**src/rtl/fetch_pkg.sv**
```systemverilog
// Shared types and constants for the instruction-fetch sequencer.
package fetch_pkg;

   typedef enum logic [1:0] {S_REQ, S_WAIT, S_HOLD} fetch_state_t;

   localparam int unsigned INSTR_BYTES = 4;
   localparam logic [31:0] NOP_INSTR   = 32'h00000013;

endpackage

```
**src/rtl/fetch_if.sv**
```systemverilog
// Instruction-memory handshake and decode-side presentation signals.
interface fetch_if #(
   parameter int unsigned WIDTH = 32
) ();

   logic             imem_req_valid;
   logic [WIDTH-1:0] imem_req_addr;
   logic             imem_req_ready;
   logic             imem_rsp_valid;
   logic [31:0]      imem_rsp_data;
   logic             if_valid;
   logic [WIDTH-1:0] if_pc;
   logic [31:0]      if_instr;
   logic             if_ready;

   modport master (
      output imem_req_valid, imem_req_addr,
      input  imem_req_ready, imem_rsp_valid, imem_rsp_data,
      output if_valid, if_pc, if_instr,
      input  if_ready
   );

   modport slave (
      input  imem_req_valid, imem_req_addr,
      output imem_req_ready, imem_rsp_valid, imem_rsp_data,
      input  if_valid, if_pc, if_instr,
      output if_ready
   );

endinterface

```
**src/rtl/fetch_buffer.sv**
```systemverilog
// Single-entry holding register for the instruction presented to decode.
module fetch_buffer #(
   parameter int unsigned WIDTH = 32
) (
   input  logic             clk,
   input  logic             rst,
   input  logic             load,
   input  logic             clear,
   input  logic             consume,
   input  logic [WIDTH-1:0] pc_in,
   input  logic [31:0]      instr_in,
   output logic             valid,
   output logic [WIDTH-1:0] pc,
   output logic [31:0]      instr
);

   logic             valid_q;
   logic [WIDTH-1:0] pc_q;
   logic [31:0]      instr_q;

   // Clear wins over load so a redirect never lets a wrong-path instruction through.
   always_ff @(posedge clk) begin
      if (rst) begin
         valid_q <= 1'b0;
         pc_q    <= '0;
         instr_q <= '0;
      end else if (clear) begin
         valid_q <= 1'b0;
      end else if (load) begin
         valid_q <= 1'b1;
         pc_q    <= pc_in;
         instr_q <= instr_in;
      end else if (consume) begin
         valid_q <= 1'b0;
      end
   end

   assign valid = valid_q;
   assign pc    = pc_q;
   assign instr = instr_q;

endmodule

```
**src/rtl/fetch_ctrl.sv**
```systemverilog
// Fetch sequencer: owns the PC and keeps at most one instruction-memory request in flight.
module fetch_ctrl
   import fetch_pkg::*;
#(
   parameter int unsigned      WIDTH    = 32,
   parameter logic [WIDTH-1:0] RESET_PC = '0
) (
   input  logic             clk,
   input  logic             rst,
   input  logic             stall,
   input  logic             redirect_valid,
   input  logic [WIDTH-1:0] redirect_target,
   fetch_if.master          bus
);

   fetch_state_t     state_q, state_d;
   logic [WIDTH-1:0] pc_q, pc_d;
   logic [WIDTH-1:0] fetch_pc_q, fetch_pc_d;
   logic             drop_q, drop_d;
   logic             fire;
   logic             buf_load;
   logic             buf_clear;
   logic             buf_valid;
   logic [WIDTH-1:0] buf_pc;
   logic [31:0]      buf_instr;

   assign bus.imem_req_valid = (state_q == S_REQ) && !stall && !rst;
   assign bus.imem_req_addr  = pc_q;
   assign fire               = bus.imem_req_valid && bus.imem_req_ready;

   always_comb begin
      state_d    = state_q;
      pc_d       = pc_q;
      fetch_pc_d = fetch_pc_q;
      drop_d     = drop_q;
      buf_load   = 1'b0;
      buf_clear  = 1'b0;

      unique case (state_q)
         S_REQ: begin
            if (fire) begin
               state_d    = S_WAIT;
               fetch_pc_d = pc_q;
               pc_d       = pc_q + WIDTH'(INSTR_BYTES);
            end
         end
         S_WAIT: begin
            if (bus.imem_rsp_valid) begin
               if (drop_q) begin
                  drop_d  = 1'b0;
                  state_d = S_REQ;
               end else begin
                  buf_load = 1'b1;
                  state_d  = S_HOLD;
               end
            end
         end
         S_HOLD: begin
            if (bus.if_ready) state_d = S_REQ;
         end
         default: state_d = S_REQ;
      endcase

      if (redirect_valid) begin
         pc_d = {redirect_target[WIDTH-1:2], 2'b00};
         unique case (state_q)
            S_REQ: begin
               // A request accepted this cycle is still in flight; discard its response.
               if (fire) drop_d = 1'b1;
            end
            S_WAIT: begin
               // A response landing with the redirect is the stale one; nothing else is in flight.
               if (bus.imem_rsp_valid) begin
                  buf_load = 1'b0;
                  drop_d   = 1'b0;
                  state_d  = S_REQ;
               end else begin
                  drop_d = 1'b1;
               end
            end
            S_HOLD: begin
               buf_clear = 1'b1;
               state_d   = S_REQ;
            end
            default: state_d = S_REQ;
         endcase
      end
   end

   always_ff @(posedge clk) begin
      if (rst) begin
         state_q    <= S_REQ;
         pc_q       <= RESET_PC;
         fetch_pc_q <= RESET_PC;
         drop_q     <= 1'b0;
      end else begin
         state_q    <= state_d;
         pc_q       <= pc_d;
         fetch_pc_q <= fetch_pc_d;
         drop_q     <= drop_d;
      end
   end

   fetch_buffer #(
      .WIDTH (WIDTH)
   ) u_buffer (
      .clk      (clk),
      .rst      (rst),
      .load     (buf_load),
      .clear    (buf_clear),
      .consume  (bus.if_ready),
      .pc_in    (fetch_pc_q),
      .instr_in (bus.imem_rsp_data),
      .valid    (buf_valid),
      .pc       (buf_pc),
      .instr    (buf_instr)
   );

   assign bus.if_valid = buf_valid;
   assign bus.if_pc    = buf_pc;
   assign bus.if_instr = buf_instr;

endmodule

```
**src/flat_wrapper.sv**
```systemverilog
// flat-port wrapper written by rule: the top's interface ports become plain ports
module fetch_ctrl_flat import fetch_pkg::*;
#(
   parameter int unsigned      WIDTH    = 32,
   parameter logic [WIDTH-1:0] RESET_PC = '0
)
  (clk, rst, stall, redirect_valid, redirect_target, bus_imem_req_valid, bus_imem_req_addr, bus_imem_req_ready, bus_imem_rsp_valid, bus_imem_rsp_data, bus_if_valid, bus_if_pc, bus_if_instr, bus_if_ready);
  fetch_if #(.WIDTH(WIDTH)) bus_i ();
  input  logic clk;
  input  logic rst;
  input  logic stall;
  input  logic redirect_valid;
  input  logic [WIDTH-1:0] redirect_target;
  output wire logic [$bits(bus_i.imem_req_valid)-1:0] bus_imem_req_valid;
  output wire logic [$bits(bus_i.imem_req_addr)-1:0] bus_imem_req_addr;
  input wire logic [$bits(bus_i.imem_req_ready)-1:0] bus_imem_req_ready;
  input wire logic [$bits(bus_i.imem_rsp_valid)-1:0] bus_imem_rsp_valid;
  input wire logic [$bits(bus_i.imem_rsp_data)-1:0] bus_imem_rsp_data;
  output wire logic [$bits(bus_i.if_valid)-1:0] bus_if_valid;
  output wire logic [$bits(bus_i.if_pc)-1:0] bus_if_pc;
  output wire logic [$bits(bus_i.if_instr)-1:0] bus_if_instr;
  input wire logic [$bits(bus_i.if_ready)-1:0] bus_if_ready;
  assign bus_imem_req_valid = bus_i.imem_req_valid;
  assign bus_imem_req_addr = bus_i.imem_req_addr;
  assign bus_i.imem_req_ready = bus_imem_req_ready;
  assign bus_i.imem_rsp_valid = bus_imem_rsp_valid;
  assign bus_i.imem_rsp_data = bus_imem_rsp_data;
  assign bus_if_valid = bus_i.if_valid;
  assign bus_if_pc = bus_i.if_pc;
  assign bus_if_instr = bus_i.if_instr;
  assign bus_i.if_ready = bus_if_ready;
  fetch_ctrl #(.WIDTH(WIDTH), .RESET_PC(RESET_PC)) u_core (.clk(clk), .rst(rst), .stall(stall), .redirect_valid(redirect_valid), .redirect_target(redirect_target), .bus(bus_i));
endmodule
```
**config.mk**
```make
export PLATFORM = sky130hd
export DESIGN_NAME = fetch_ctrl_flat
export DESIGN_NICKNAME = d
export VERILOG_FILES = /design/src/rtl/fetch_pkg.sv /design/src/rtl/fetch_if.sv /design/src/rtl/fetch_buffer.sv /design/src/rtl/fetch_ctrl.sv /design/src/flat_wrapper.sv
export SDC_FILE = /design/constraint.sdc
export NUM_CORES = 1
export LEC_CHECK = 0
export ABC_CLOCK_PERIOD_IN_PS = 4910
export BUFFER_PORTS_ARGS = -buffer_cell sky130_fd_sc_hd__buf_2
export CORE_ASPECT_RATIO = 0.75
export CORE_MARGIN = 10
export CORE_UTILIZATION = 55
export DETAILED_ROUTE_END_ITERATION = 12
export PLACE_DENSITY = 0.85
export SLEW_MARGIN = 20
export SYNTH_ARGS = -nofsm -noshare
export SYNTH_HDL_FRONTEND = slang
export SYNTH_SLANG_ARGS = --single-unit
```
**constraint.sdc**
```tcl
create_clock -name clk -period 4.91 [get_ports clk]
set_input_delay 0 -clock clk [delete_from_list [all_inputs] [get_ports clk]]
set_output_delay 0 -clock clk [all_outputs]
set_load 0.1 [all_outputs]
```
==> out/results.txt <==
synthesis-to-finish area growth -> 38.7%
WP data required -> 5.24 ns
pwr/cell area -> 373 nW/um^2
vias in the first global route -> 5456
Fmax -> 0.409 GHz
TNS Setup -> 0 ns
largest family of logic cells by synthesized area -> simple AND/OR/NAND/NOR gates
status -> complete, no violations
Core Rows -> 30
layout cell share with drive strength beyond 1 -> 25.3%
Core ar. -> 9200 sq um
synthesized cell area -> 5280 sq um
Setup CP Type -> reg2reg
GR Layer Usage met3 -> 9.57%
final antenna-violating net count -> 0
Synthesis Warnings -> 0
Post-route DRC -> 0
clock root buffer -> clkbuf_16
DR vias -> 5421
Sink Count -> 126
Final min period -> 2.45 ns
WL final -> 17700 microns
RSZ-0062 raised after global routing -> no
commonest non-fill, non-tap cell in the layout -> buf_2
# H-tree levels -> 4
first-pass GRT wire length -> 28400 microns
DP Wirelength -> 11100 microns
Lkg Pwr -> 0.00296 uW
final setup violation count -> 0
worst r2r src -> u_core.bus.imem_req_addr[2]$_SDFFE_PP0P_
Crit Path Max Fanout -> 7
clock buffer depth -> 2
GRT Total Usage -> 24.7%
initial core utilization -> 57.4%
# nets final -> 872
hold buffers post-CTS -> 61
CTS tree -> done
FFs w/ async S/R, synth -> 0%
pin count of the biggest net entering global routing -> 80
GPL Wtd Cong -> 0.855
Synth Register Bits -> 126
worst slew pin tran -> 0.883 ns
post-synthesis xor/xnor area fraction -> 1.33%
I/O pin count -> 169
Util after Layout -> 79.6%
Worst EP arrival -> 2.78 ns
Clock transition at path regs -> 0.06 ns
Clock Latency Late Sink -> 0.41 ns
average cell area after synthesis -> 8.84 sq um
die area -> 14000 sq um
Final Hold Fails -> 0
simple logic cell fraction of the synthesized area -> 22.4%
Syn Inst Count -> 597
Chip Height -> 105 microns
met2 GRT Util -> 41.9%
ys flop type -> dfxtp_1
Hold EP -> u_core.bus.imem_req_addr[24]$_SDFFE_PP0P_
worst reg2reg path depth -> 5
Worst Skew -> 0.00840 ns
Worst VDD drop -> 0.000302 V
Vias per Instance -> 5.75
fin crit share -> 49.8%
grt total ovfl -> 0
CTS Buf Count -> 17
Max-slew headroom -> 40.6%
M1 GR Usage -> 27.3%
mux share of post-synthesis cell area -> 11.8%
global route hottest layer -> met2
worst hold path cell count -> 4
fill count -> 578
count of input and output buffers -> 162
DRT iter0 DRCs -> 619
Hold Startpoint -> redirect_target[24]
FF-to-FF End -> u_core.bus.imem_req_addr[24]$_SDFFE_PP0P_
fraction of the mapped netlist area in adder cells -> 0.237%
Die Wd -> 133 microns
Synth cell types -> 47
1st-pass router iterations -> 7
fin. max-slew vios -> 0
sequential share of the synthesized area -> 47.8%
Finished Cell Area -> 7320 sq um
number of synthesized flops with an enable pin -> 0
post-CTS setup buffers -> 0
path category of the worst min-delay check -> in2reg
complex-gate fraction of the synthesized area -> 11.4%
critical path capture point type -> flop
maxcap violations -> 0
Post-DP Area -> 6100 sq um
post-cts sizing count -> 0
antenna violations before repair -> 1
register-to-register setup slack -> 2.46 ns
commonest non-fill, non-tap cells in the layout -> buf_2 (161), dfxtp_1 (126), nor2_1 (86), nand2_1 (74), mux2i_1 (62)
routed length per instance -> 18.8 microns
nature of the critical path startpoint -> flop
worst setup path startpoint -> u_core.bus.imem_req_addr[2]$_SDFFE_PP0P_
==> kinds of logic (layout without fill, tap and decap cells) <==
family                     count (synthesis)  count (layout)
AOI/OAI and AO/OA                         90              90
xor gates and xnor gates                   8               8
and+or+nand+nor                          249             249
DFF                                      126             126
muxes                                     62              62
buffers and inverters                     60             273
adders and majority gates                  1               1
other                                      1               5
==> metrics by stage <==
stage | hold WS, ns | setup slack (ns) | power (uW) | std cells
2_1_floorplan | 0.111 | 2.06 | 1340 | 600
3_3_place_gp | 0.225 | 2.44 | 1410 | 848
3_5_place_dp | 0.240 | 2.54 | 1420 | 848
4_1_cts | 0.0188 | 2.53 | 2730 | 941
5_1_grt | 0.0504 | 2.38 | 2810 | 942
6_report | 0.0422 | 2.46 | 2730 | 942
==> synth_stat cells (all sizes together) (10+ instances only) <==
cell type,n,area (sq um)
mux2i,62,621
nand3,17,85.1
or4,15,116
nand4,12,90.1
dfxtp,126,2520
nor2,87,327
a311oi,11,96.3
a211oi,10,75.1
a21oi,35,175
nand2,75,282
clkbuf,34,128
buf,13,81.3
inv,12,45.0
nor3,10,50.1
==> report_power, final <==
part | switching (uW) | internal, uW
sequential | 40.7 | 1050
clock | 477 | 811
combinational | 258 | 98.1
total | 775 | 1960
==> area by class of cell <==
cell class | instances | area (sq um) | share of cell area, %
Clock buffer | 18 | 439 | 6.00
Multi-Input combinational cell | 414 | 2510 | 34.3
Timing Repair Buffer | 228 | 1460 | 20.0
Antenna cell | 1 | 2.50 | 0.0342
Inverter | 13 | 53.8 | 0.735
Tap cell | 128 | 160 | 2.19
Sequential cell | 126 | 2520 | 34.5
Clock inverter | 14 | 166 | 2.27
==> how the worst max path moves through the flow <==
stage | end | slack, ns | cells past startpoint
after global routing | u_core.bus.imem_req_addr[30]$_SDFFE_PP0P_ | 2.38 | 5
after CTS | u_core.bus.imem_req_addr[24]$_SDFFE_PP0P_ | 2.53 | 5
after global placement | u_core.bus.imem_req_addr[24]$_SDFFE_PP0P_ | 2.44 | 5
after floorplan | u_core.bus.imem_req_addr[30]$_SDFFE_PP0P_ | 2.06 | 6
after detailed placement | u_core.bus.imem_req_addr[24]$_SDFFE_PP0P_ | 2.54 | 5
final | u_core.bus.imem_req_addr[24]$_SDFFE_PP0P_ | 2.46 | 5
==> worst max-delay path, stage by stage (launching register included) <==
cell	delay [ns]
dfxtp_1	0.48
ha_1	0.27
nand4_1	0.25
or4_1	0.73
or4_1	0.54
o221ai_1	0.09
==> flip-flops by register name, indices dropped and copies added, names as in the netlist <==
name	flops
u_core.bus.imem_req_addr	30
u_core.fetch_pc_q	30
u_core.state_q	2
u_core.u_buffer.instr	32
u_core.drop_q	1
u_core.u_buffer.pc	30
u_core.u_buffer.valid	1
==> metal layers <==
metal | up-vias | share of wire [%]
li1 | 2528 | -
met1 | 2536 | 38
met2 | 297 | 49
met3 | 60 | 10
met4 | 0 | 2.7
met5 | - | 0
Note: power is estimated with default switching activity, not from simulation.
